### config.mk
export PLATFORM = sky130hd
export DESIGN_NAME = serial_subtractor_flat
export DESIGN_NICKNAME = d
export VERILOG_FILES = /design/src/rtl/serial_sub_pkg.sv /design/src/rtl/serial_subtractor_if.sv /design/src/rtl/serial_sub_bit.sv /design/src/rtl/serial_subtractor.sv /design/src/flat_wrapper.sv
export SDC_FILE = /design/constraint.sdc
export NUM_CORES = 1
export LEC_CHECK = 0
export ABC_AREA = 1
export ABC_CLOCK_PERIOD_IN_PS = 1560
export CELL_PAD_IN_SITES_DETAIL_PLACEMENT = 0
export CELL_PAD_IN_SITES_GLOBAL_PLACEMENT = 1
export CORE_ASPECT_RATIO = 0.8
export CORE_MARGIN = 4
export CORE_UTILIZATION = 35
export DETAILED_ROUTE_END_ITERATION = 8
export PLACE_DENSITY_LB_ADDON = 0.1
export SLEW_MARGIN = 20
export SYNTH_ARGS = -nofsm -noshare
export SYNTH_HDL_FRONTEND = slang
export SYNTH_HIERARCHICAL = 1
export SYNTH_SLANG_ARGS = --single-unit
### constraint.sdc
create_clock -name clk -period 1.56 [get_ports clk]
set_input_delay 0.312 -clock clk [delete_from_list [all_inputs] [get_ports clk]]
set_output_delay 0.312 -clock clk [all_outputs]
set_load 0.01 [all_outputs]
### src/rtl/serial_sub_pkg.sv
// Shared definitions for the bit-serial subtractor: FSM state encoding and
// the default operand width.
package serial_sub_pkg;

  localparam int STATE_W       = 2;
  localparam int DEFAULT_WIDTH = 8;

  typedef enum logic [STATE_W-1:0] {
    IDLE = 2'd0,
    RUN  = 2'd1,
    DONE = 2'd2
  } state_e;

endpackage

### src/rtl/serial_subtractor_if.sv
// Operand/result handshake bundle for serial_subtractor.
// Optional macro SERIAL_SUB_SIGNED_OVF_EN adds the signed-overflow flag ovf.
interface serial_subtractor_if #(
  parameter int WIDTH = serial_sub_pkg::DEFAULT_WIDTH
);

  logic             in_valid;
  logic             in_ready;
  logic [WIDTH-1:0] a;
  logic [WIDTH-1:0] b;
  logic             out_valid;
  logic             out_ready;
  logic [WIDTH-1:0] diff;
  logic             borrow;
`ifdef SERIAL_SUB_SIGNED_OVF_EN
  logic             ovf;
`endif

`ifdef SERIAL_SUB_SIGNED_OVF_EN
  // Producer/consumer side
  modport master (
    output in_valid, a, b, out_ready,
    input  in_ready, out_valid, diff, borrow, ovf
  );
  // Subtractor side
  modport slave (
    input  in_valid, a, b, out_ready,
    output in_ready, out_valid, diff, borrow, ovf
  );
`else
  // Producer/consumer side
  modport master (
    output in_valid, a, b, out_ready,
    input  in_ready, out_valid, diff, borrow
  );
  // Subtractor side
  modport slave (
    input  in_valid, a, b, out_ready,
    output in_ready, out_valid, diff, borrow
  );
`endif

endinterface

### src/rtl/serial_sub_bit.sv
// One-bit full subtractor: d = a - b - bin, bout is the borrow out.
module serial_sub_bit (
  input  logic a,
  input  logic b,
  input  logic bin,
  output logic d,
  output logic bout
);

  assign d    = a ^ b ^ bin;
  assign bout = (~a & b) | (~(a ^ b) & bin);

endmodule

### src/rtl/serial_subtractor.sv
// Bit-serial two's-complement subtractor, LSB first, one bit per clock.
// Result {borrow, diff} = a - b as a (WIDTH+1)-bit value.
// Optional macro SERIAL_SUB_SIGNED_OVF_EN adds a signed-overflow output.
module serial_subtractor
  import serial_sub_pkg::*;
#(
  parameter int WIDTH = DEFAULT_WIDTH
) (
  input  logic                 clk,
  input  logic                 rst_n,
  serial_subtractor_if.slave   bus
);

  localparam int            CW   = $clog2(WIDTH + 1);
  localparam logic [CW-1:0] LAST = CW'(WIDTH);

  state_e           state_reg;
  logic [CW-1:0]    cnt_reg;
  logic [WIDTH-1:0] a_sr_reg;
  logic [WIDTH-1:0] b_sr_reg;
  logic [WIDTH-1:0] d_sr_reg;
  logic             bor_reg;
  logic [WIDTH-1:0] diff_reg;
  logic             borrow_reg;
  logic             in_ready_reg;
  logic             out_valid_reg;
`ifdef SERIAL_SUB_SIGNED_OVF_EN
  logic             a_msb_reg;
  logic             b_msb_reg;
  logic             ovf_reg;
`endif

  logic d_bit;
  logic bout_bit;

  // Single shared bit-slice working on the LSBs of the operand shifters
  serial_sub_bit u_bit (
    .a    (a_sr_reg[0]),
    .b    (b_sr_reg[0]),
    .bin  (bor_reg),
    .d    (d_bit),
    .bout (bout_bit)
  );

  // Control FSM plus datapath shifters; all outputs are registered
  always_ff @(posedge clk or negedge rst_n) begin
    if (!rst_n) begin
      state_reg     <= IDLE;
      cnt_reg       <= '0;
      a_sr_reg      <= '0;
      b_sr_reg      <= '0;
      d_sr_reg      <= '0;
      bor_reg       <= 1'b0;
      diff_reg      <= '0;
      borrow_reg    <= 1'b0;
      in_ready_reg  <= 1'b1;
      out_valid_reg <= 1'b0;
`ifdef SERIAL_SUB_SIGNED_OVF_EN
      a_msb_reg     <= 1'b0;
      b_msb_reg     <= 1'b0;
      ovf_reg       <= 1'b0;
`endif
    end else begin
      case (state_reg)
        IDLE: begin
          if (bus.in_valid) begin
            a_sr_reg     <= bus.a;
            b_sr_reg     <= bus.b;
            bor_reg      <= 1'b0;
            cnt_reg      <= '0;
            in_ready_reg <= 1'b0;
            state_reg    <= RUN;
`ifdef SERIAL_SUB_SIGNED_OVF_EN
            a_msb_reg    <= bus.a[WIDTH-1];
            b_msb_reg    <= bus.b[WIDTH-1];
`endif
          end
        end
        RUN: begin
          if (cnt_reg == LAST) begin
            // All bits processed: publish the result in one step
            diff_reg      <= d_sr_reg;
            borrow_reg    <= bor_reg;
            out_valid_reg <= 1'b1;
            state_reg     <= DONE;
`ifdef SERIAL_SUB_SIGNED_OVF_EN
            ovf_reg       <= (a_msb_reg != b_msb_reg) &&
                             (d_sr_reg[WIDTH-1] != a_msb_reg);
`endif
          end else begin
            d_sr_reg <= {d_bit, d_sr_reg[WIDTH-1:1]};
            a_sr_reg <= {1'b0, a_sr_reg[WIDTH-1:1]};
            b_sr_reg <= {1'b0, b_sr_reg[WIDTH-1:1]};
            bor_reg  <= bout_bit;
            cnt_reg  <= cnt_reg + CW'(1);
          end
        end
        DONE: begin
          if (bus.out_ready) begin
            out_valid_reg <= 1'b0;
            in_ready_reg  <= 1'b1;
            state_reg     <= IDLE;
          end
        end
        default: begin
          out_valid_reg <= 1'b0;
          in_ready_reg  <= 1'b1;
          state_reg     <= IDLE;
        end
      endcase
    end
  end

  assign bus.in_ready  = in_ready_reg;
  assign bus.out_valid = out_valid_reg;
  assign bus.diff      = diff_reg;
  assign bus.borrow    = borrow_reg;
`ifdef SERIAL_SUB_SIGNED_OVF_EN
  assign bus.ovf       = ovf_reg;
`endif

endmodule

### src/flat_wrapper.sv
// flat-port wrapper written by rule: the top's interface ports become plain ports
module serial_subtractor_flat import serial_sub_pkg::*;
#(
  parameter int WIDTH = DEFAULT_WIDTH
)
  (clk, rst_n, bus_in_valid, bus_a, bus_b, bus_out_ready, bus_in_ready, bus_out_valid, bus_diff, bus_borrow);
  serial_subtractor_if #(.WIDTH(WIDTH)) bus_i ();
  input  logic clk;
  input  logic rst_n;
  input wire logic [$bits(bus_i.in_valid)-1:0] bus_in_valid;
  input wire logic [$bits(bus_i.a)-1:0] bus_a;
  input wire logic [$bits(bus_i.b)-1:0] bus_b;
  input wire logic [$bits(bus_i.out_ready)-1:0] bus_out_ready;
  output wire logic [$bits(bus_i.in_ready)-1:0] bus_in_ready;
  output wire logic [$bits(bus_i.out_valid)-1:0] bus_out_valid;
  output wire logic [$bits(bus_i.diff)-1:0] bus_diff;
  output wire logic [$bits(bus_i.borrow)-1:0] bus_borrow;
  assign bus_i.in_valid = bus_in_valid;
  assign bus_i.a = bus_a;
  assign bus_i.b = bus_b;
  assign bus_i.out_ready = bus_out_ready;
  assign bus_in_ready = bus_i.in_ready;
  assign bus_out_valid = bus_i.out_valid;
  assign bus_diff = bus_i.diff;
  assign bus_borrow = bus_i.borrow;
  serial_subtractor #(.WIDTH(WIDTH)) u_core (.clk(clk), .rst_n(rst_n), .bus(bus_i));
endmodule
==> metrics.cfg, run 1 <==
[global_route]
antenna_found_initial=0
grt.overflow.total=0
grt_pass1_wl_um=5730
grt_max_degree=29
grt_pass1_vias=1219
track_usage_pct=11.3

[floorplan]
io_pins=31
die_h_um=73.3
die_w_um=89.6
core_um2=5090
dieArea_um2=6560
initial_core_util_pct=36.6
num_rows=23

[placed_design]
dp_slack_ns=0.0998
place_hpwl_um=2460
gp_congestion=0.717
portBuffers=30

[yosys]
synth_top_cell_by_area=dfrtp_1
synthesis.instances=213
synthTopCellsByCount=63 x nand2_1, 45 x o21ai_0, 41 x dfrtp_1, 32 x inv_1
syn_area_per_cell_um2=8.75
async_reset_ff_share_pct=100
yosysMostFrequentCell=nand2_1
synth-edff-count=0
synth_cell_type_count=21
syn_nets=236
ys_ff_latch=42
synthTopCellsByArea=dfrtp_1 55%, nand2_1 13%, o21ai_0 12%
ys_seq_area_share_pct=56.5
synth_top_area_share_pct=55.1
synthesis.area_um2=1860
synthFlopType=dfrtp_1
synth_warnings=6

[clock_network]
cts.sinks=42
clkTransAtPathRegs_ns=0.08
cts-root-buf=clkbuf_8
cts_tree=built
htreeDepth=2
clkLatencyLatePin_ns=0.28
ctsLongestPathBuffers=2
cts-buffers-inserted=5

[worst_setup_path]
worstPathMaxFanout=2
cp-start-kind=flop
worstPathArrival_ns=1.17
critical_path.top_delay_family=buffers and inverters
crit_path_cell_trace=clkdlybuf4s50_1
critPathBufInv=1
cp-end-kind=output pin
critPathSlowestCell=clkdlybuf4s50_1
required_ns=1.25
slowest_delay_ns=0.54
crit_type=reg2out

[sta]
tightest_slew_ns=0.433
min_period_over_period_pct=95.1
report.final.slew_viol_count=0
worst_slack_ns=0.0768
skew_ns=0.00652
period_needed_ns=1.48
rsz0062_at_grt=no
final.setup.tns_ns=0
max_freq_mhz=674
slew_headroom_pct=71.0
hold_viol=0
setup_viol=0

[drt]
drcViolationCount=0
drt_wl_total_um=3480
viasPerCell=4.39
ant_nets=0
first_iter_violations=69
first_pass_iters=4
vias=1387
wl_per_cell_um=11.0

[power_and_ir_drop]
seq_power_share_pct=40.4
pwr-share-comb_pct=43.3
intPower_mw=2.70
power_density_nw_per_um2=1810
peakVddDrop_mv=0.880
p_clk_share_pct=16.3
switching_power_mw=1.60
switching_share_pct=37.2
p_leak_nw=1.15

[worst_hold_path]
hold_path_class=in2async

[status]
status=finished clean

[layout]
diodes=0
nFillCells=512
nNetsFinal=276
layout-drive-gt1-share_pct=9.84
syn2layout_area_growth_pct=27.9

[flow_run]
drv_cap=0

==> power by group through the flow <==
stage / clock network, mW / registers [mW] / logic [mW]
5_1_grt: 0.788 / 1.80 / 2.12
3_3_place_gp: 0 / 1.76 / 1.84
4_1_cts: 0.729 / 1.74 / 1.86
2_1_floorplan: 0 / 1.79 / 1.19
3_5_place_dp: 0 / 1.77 / 1.85
6_report: 0.703 / 1.74 / 1.86
==> path summary, 6_finish.rpt <==
path,from,slack [ns],to,cells past startpoint
setup / recovery,u_core/bus.out_valid,0.08,bus_out_valid,1
hold / removal,rst_n,0.45,u_core/bus.diff[2],2
setup reg to reg,u_core/cnt_reg[1],0.14,u_core/a_sr_reg[4],8
hold reg to reg,u_core/bus.diff[0],0.48,u_core/bus.diff[0],2
max in group asynchronous,rst_n,0.65,u_core/a_sr_reg[4],3
min in group clk,u_core/bus.diff[0],0.48,u_core/bus.diff[0],2
==> stage by stage <==
step | std cells | cell area, um2 | hold slack [ns] | power, mW | utilization [%]
3_5_place_dp | 305 | 2260 | 0.212 | 3.61 | 44.4
6_report | 316 | 2380 | 0.446 | 4.30 | 46.8
3_3_place_gp | 305 | 2260 | 0.217 | 3.60 | 44.4
5_1_grt | 316 | 2380 | 0.469 | 4.71 | 46.8
2_1_floorplan | 213 | 1860 | 0.0164 | 2.98 | -
4_1_cts | 314 | 2360 | 0.442 | 4.33 | 46.4
==> timing repair <==
action / 4_1_cts / 5_1_grt
hold buffers: 1 / 0
pin swaps: 0 / 1
resized for setup: 1 / 1
setup buffers: 0 / 2
endpoints found under the setup margin: 1 / 12
endpoints found under the hold margin: 9 / 0
==> final cells by class <==
type                            count  area [um2]  area share (%)
Clock buffer                        7        86.3            3.62
Multi-Input combinational cell    131         641            26.9
Inverter                           33         124            5.20
Clock inverter                      1        5.00           0.210
Tap cell                           62        77.6            3.26
Timing Repair Buffer               40         397            16.6
Sequential cell                    42        1050            44.2
==> metal layers <==
layer	routed length (um)	track usage, %	vias up
met4	27	2.98	0
met2	1400	14.9	18
met1	1920	17.5	630
li1	-	-	737
met5	0	0	-
met3	135	3.59	2
==> logic make-up after synthesis <==
kind of cell	count (synthesis)	share of synthesized area (%)
adder cells (fa/ha/maj)	3	2.42
XOR/XNOR	1	0.470
AO/OA/AOI/OAI	51	13.9
flip-flops	42	56.5
AND/OR/NAND/NOR	76	17.3
buffers and inverters	40	9.40
==> layout by cell type, fill, tap and decap left out <==
cell             instances
nand3_1                  3
nand2_2                  1
buf_12                   2
nand2_4                  3
inv_1                   32
dfstp_2                  1
a21oi_1                  3
clkbuf_1                 1
dfrtp_1                 41
nor2_4                   1
nand3_2                  1
nand2_1                 63
ha_1                     2
inv_2                    1
clkdlybuf4s50_1         28
dlygate4sd3_1            1
clkbuf_8                 6
a22o_1                   1
nor2_1                   4
buf_4                    7
fa_1                     1
xor2_1                   1
o21ai_0                 45
o21ai_1                  2
clkinv_2                 1
buf_2                    1
dlygate4sd2_1            1
Power figures use the tool's default switching activity.
==> run 2, diff against run 1 <==
ABC_CLOCK_PERIOD_IN_PS = 1900   (was 1560)
REMOVE_ABC_BUFFERS = 1   (was default)
clock period = 1.9 ns   (was 1.56 ns; I/O delays follow)
==> run 2 against run 1 <==
Cell area down 2.8%; register-to-register slack better by 0.22 ns; critical path depth unchanged; clock skew down 0.0026 ns; global-route usage up 0.55 points; clock power down 7.7%; core utilization down 1.3 points; non-clock buffer count down 9; first-iteration DRC count up 29%; sequential share of layout area up 1.3 points; via count down 3.2%.
==> metrics.cfg, run 2 (synthesized netlist as in run 1, its figures left out) <==
[floorplan]
dieArea_um2=6560  ; unchanged
die_w_um=89.6  ; unchanged
core_um2=5090  ; unchanged
die_h_um=73.3  ; unchanged
io_pins=31  ; unchanged
initial_core_util_pct=36.6  ; unchanged
num_rows=23  ; unchanged

[sta]
final.setup.tns_ns=0  ; unchanged
hold_viol=0  ; unchanged
setup_viol=0  ; unchanged
max_freq_mhz=581
rsz0062_at_grt=no
skew_ns=0.00388  ; -0.00264 ns
min_period_over_period_pct=90.6
tightest_slew_ns=0.437  ; +0.00365 ns
period_needed_ns=1.72
slew_headroom_pct=70.8  ; -0.24 points
report.final.slew_viol_count=0  ; unchanged

[clock_network]
cts-buffers-inserted=5  ; unchanged
ctsLongestPathBuffers=2  ; unchanged
clkTransAtPathRegs_ns=0.07  ; about the same
hold_buffers=0  ; -1
cts.sinks=42  ; unchanged
cts_tree=built
post_cts_buffers=0  ; unchanged
clkLatencyLatePin_ns=0.29  ; about the same
cts_resized=0  ; -1
cts-root-buf=clkbuf_8
htreeDepth=2  ; unchanged

[power_and_ir_drop]
p_leak_nw=1.10  ; -4.2%
power_density_nw_per_um2=1490  ; -17%
peakVddDrop_mv=0.555  ; -37%

[worst_setup_path]
worstRegToRegCells=8  ; unchanged
worstPathMaxFanout=2  ; unchanged
path_depth=1  ; unchanged
worstPathArrival_ns=1.34  ; +0.17 ns
critPathSlowestCell=dfstp_2
required_ns=1.52  ; +0.27 ns
crit_type=reg2out
slowest_delay_ns=0.53  ; about the same
crit_path_cell_trace=clkdlybuf4s50_1
critical_path.top_delay_family=flip-flops
reg2reg_from=u_core/cnt_reg[0]
critPathBufInv=1  ; unchanged
cp-end-kind=output pin
startpoint=u_core/bus.in_ready
cp-start-kind=flop

[flow_run]
drv_cap=0  ; unchanged

[global_route]
track_usage_pct=11.8  ; +0.55 points
grt_pass1_vias=1304  ; +7.0%
grt_max_degree=43  ; +48%
antenna_found_initial=0  ; unchanged
grt.overflow.total=0  ; unchanged
grt_pass1_wl_um=5900  ; +2.9%

[drt]
wl_per_cell_um=11.3  ; +2.2%
viasPerCell=4.37  ; -0.41%
ant_nets=0  ; unchanged
vias=1342  ; -3.2%
first_pass_iters=4  ; unchanged
drt_wl_total_um=3450  ; -0.75%
first_iter_violations=89  ; +29%
drcViolationCount=0  ; unchanged

[layout]
nFillCells=511  ; -0.20%
nNetsFinal=267  ; -3.3%
final_common_cell=nand2_1
multi_input_area_um2=636  ; -0.78%
final_cell_mix=63 x nand2_1, 45 x o21ai_0, 41 x dfrtp_1
diodes=0  ; unchanged
seqCellArea_um2=1050  ; unchanged
layout-drive-gt1-share_pct=7.35  ; -2.5 points
final_util_pct=45.4  ; -1.3 points
syn2layout_area_growth_pct=24.2

[placed_design]
place_hpwl_um=2310  ; -5.9%
portBuffers=30  ; unchanged
gp_congestion=0.736  ; +2.6%

[worst_hold_path]
hold_path_class=in2async

[status]
status=finished clean

[run 2: cell types whose count changed in the layout (fill, tap and decap cells not counted), sizes merged]
cell | previous run | this run
clkinv | 1 | 0
dlygate4sd3 | 1 | 0
clkbuf | 7 | 8
dlygate4sd2 | 1 | 0
clkdlybuf4s50 | 28 | 29
buf | 10 | 2
[run 2: through the flow]
step	instances	area (um2)	hold slack [ns]	setup WS, ns	total power [mW]
3_3_place_gp	299	2200	0.373	0.294	2.84
4_1_cts	307	2310	0.0531	0.154	3.53
2_1_floorplan	206	1810	0.0844	0.555	2.35
6_report	307	2310	0.0576	0.178	3.45
5_1_grt	307	2310	0.0646	0.129	3.82
3_5_place_dp	299	2200	0.374	0.285	2.85
[run 2: cell type report]
class	count	share of cell area (%)
inverter	33	5.35
timing repair buffer	31	13.6
clock buffer	8	4.76
tap	62	3.35
multi-input combinational	131	27.5
sequential	42	45.5
[run 2: per-layer routing]
layer	routed length (um)	share of wire (%)	global-route usage, %	vias to the layer above
met5	0	0	0	-
met3	86	2.5	3.70	5
li1	-	-	-	722
met4	51	1.5	3.97	0
met1	1830	53	17.2	595
met2	1490	43	16.6	20
[run 2: path summary, 6_finish.rpt]
check,end,slack [ns]
min in group clk,u_core/b_sr_reg[0],0.48
worst min register to register,u_core/b_sr_reg[0],0.48
max in group asynchronous,u_core/bus.in_ready,1.59
worst min-delay path,u_core/d_sr_reg[3],0.06
worst max-delay path,bus_in_ready,0.18
worst max register to register,u_core/b_sr_reg[0],0.36
[run 2: power breakdown]
part	switching, mW	total [mW]	internal [mW]
logic	0.825	1.37	0.542
clock network	0.283	0.649	0.367
registers	0.173	1.44	1.27
==> run 3, diff against run 2 <==
CAP_MARGIN = 10   (was default)
==> results of run 3 <==
The final DEF is identical to that of run 2; final timing and power are the same.
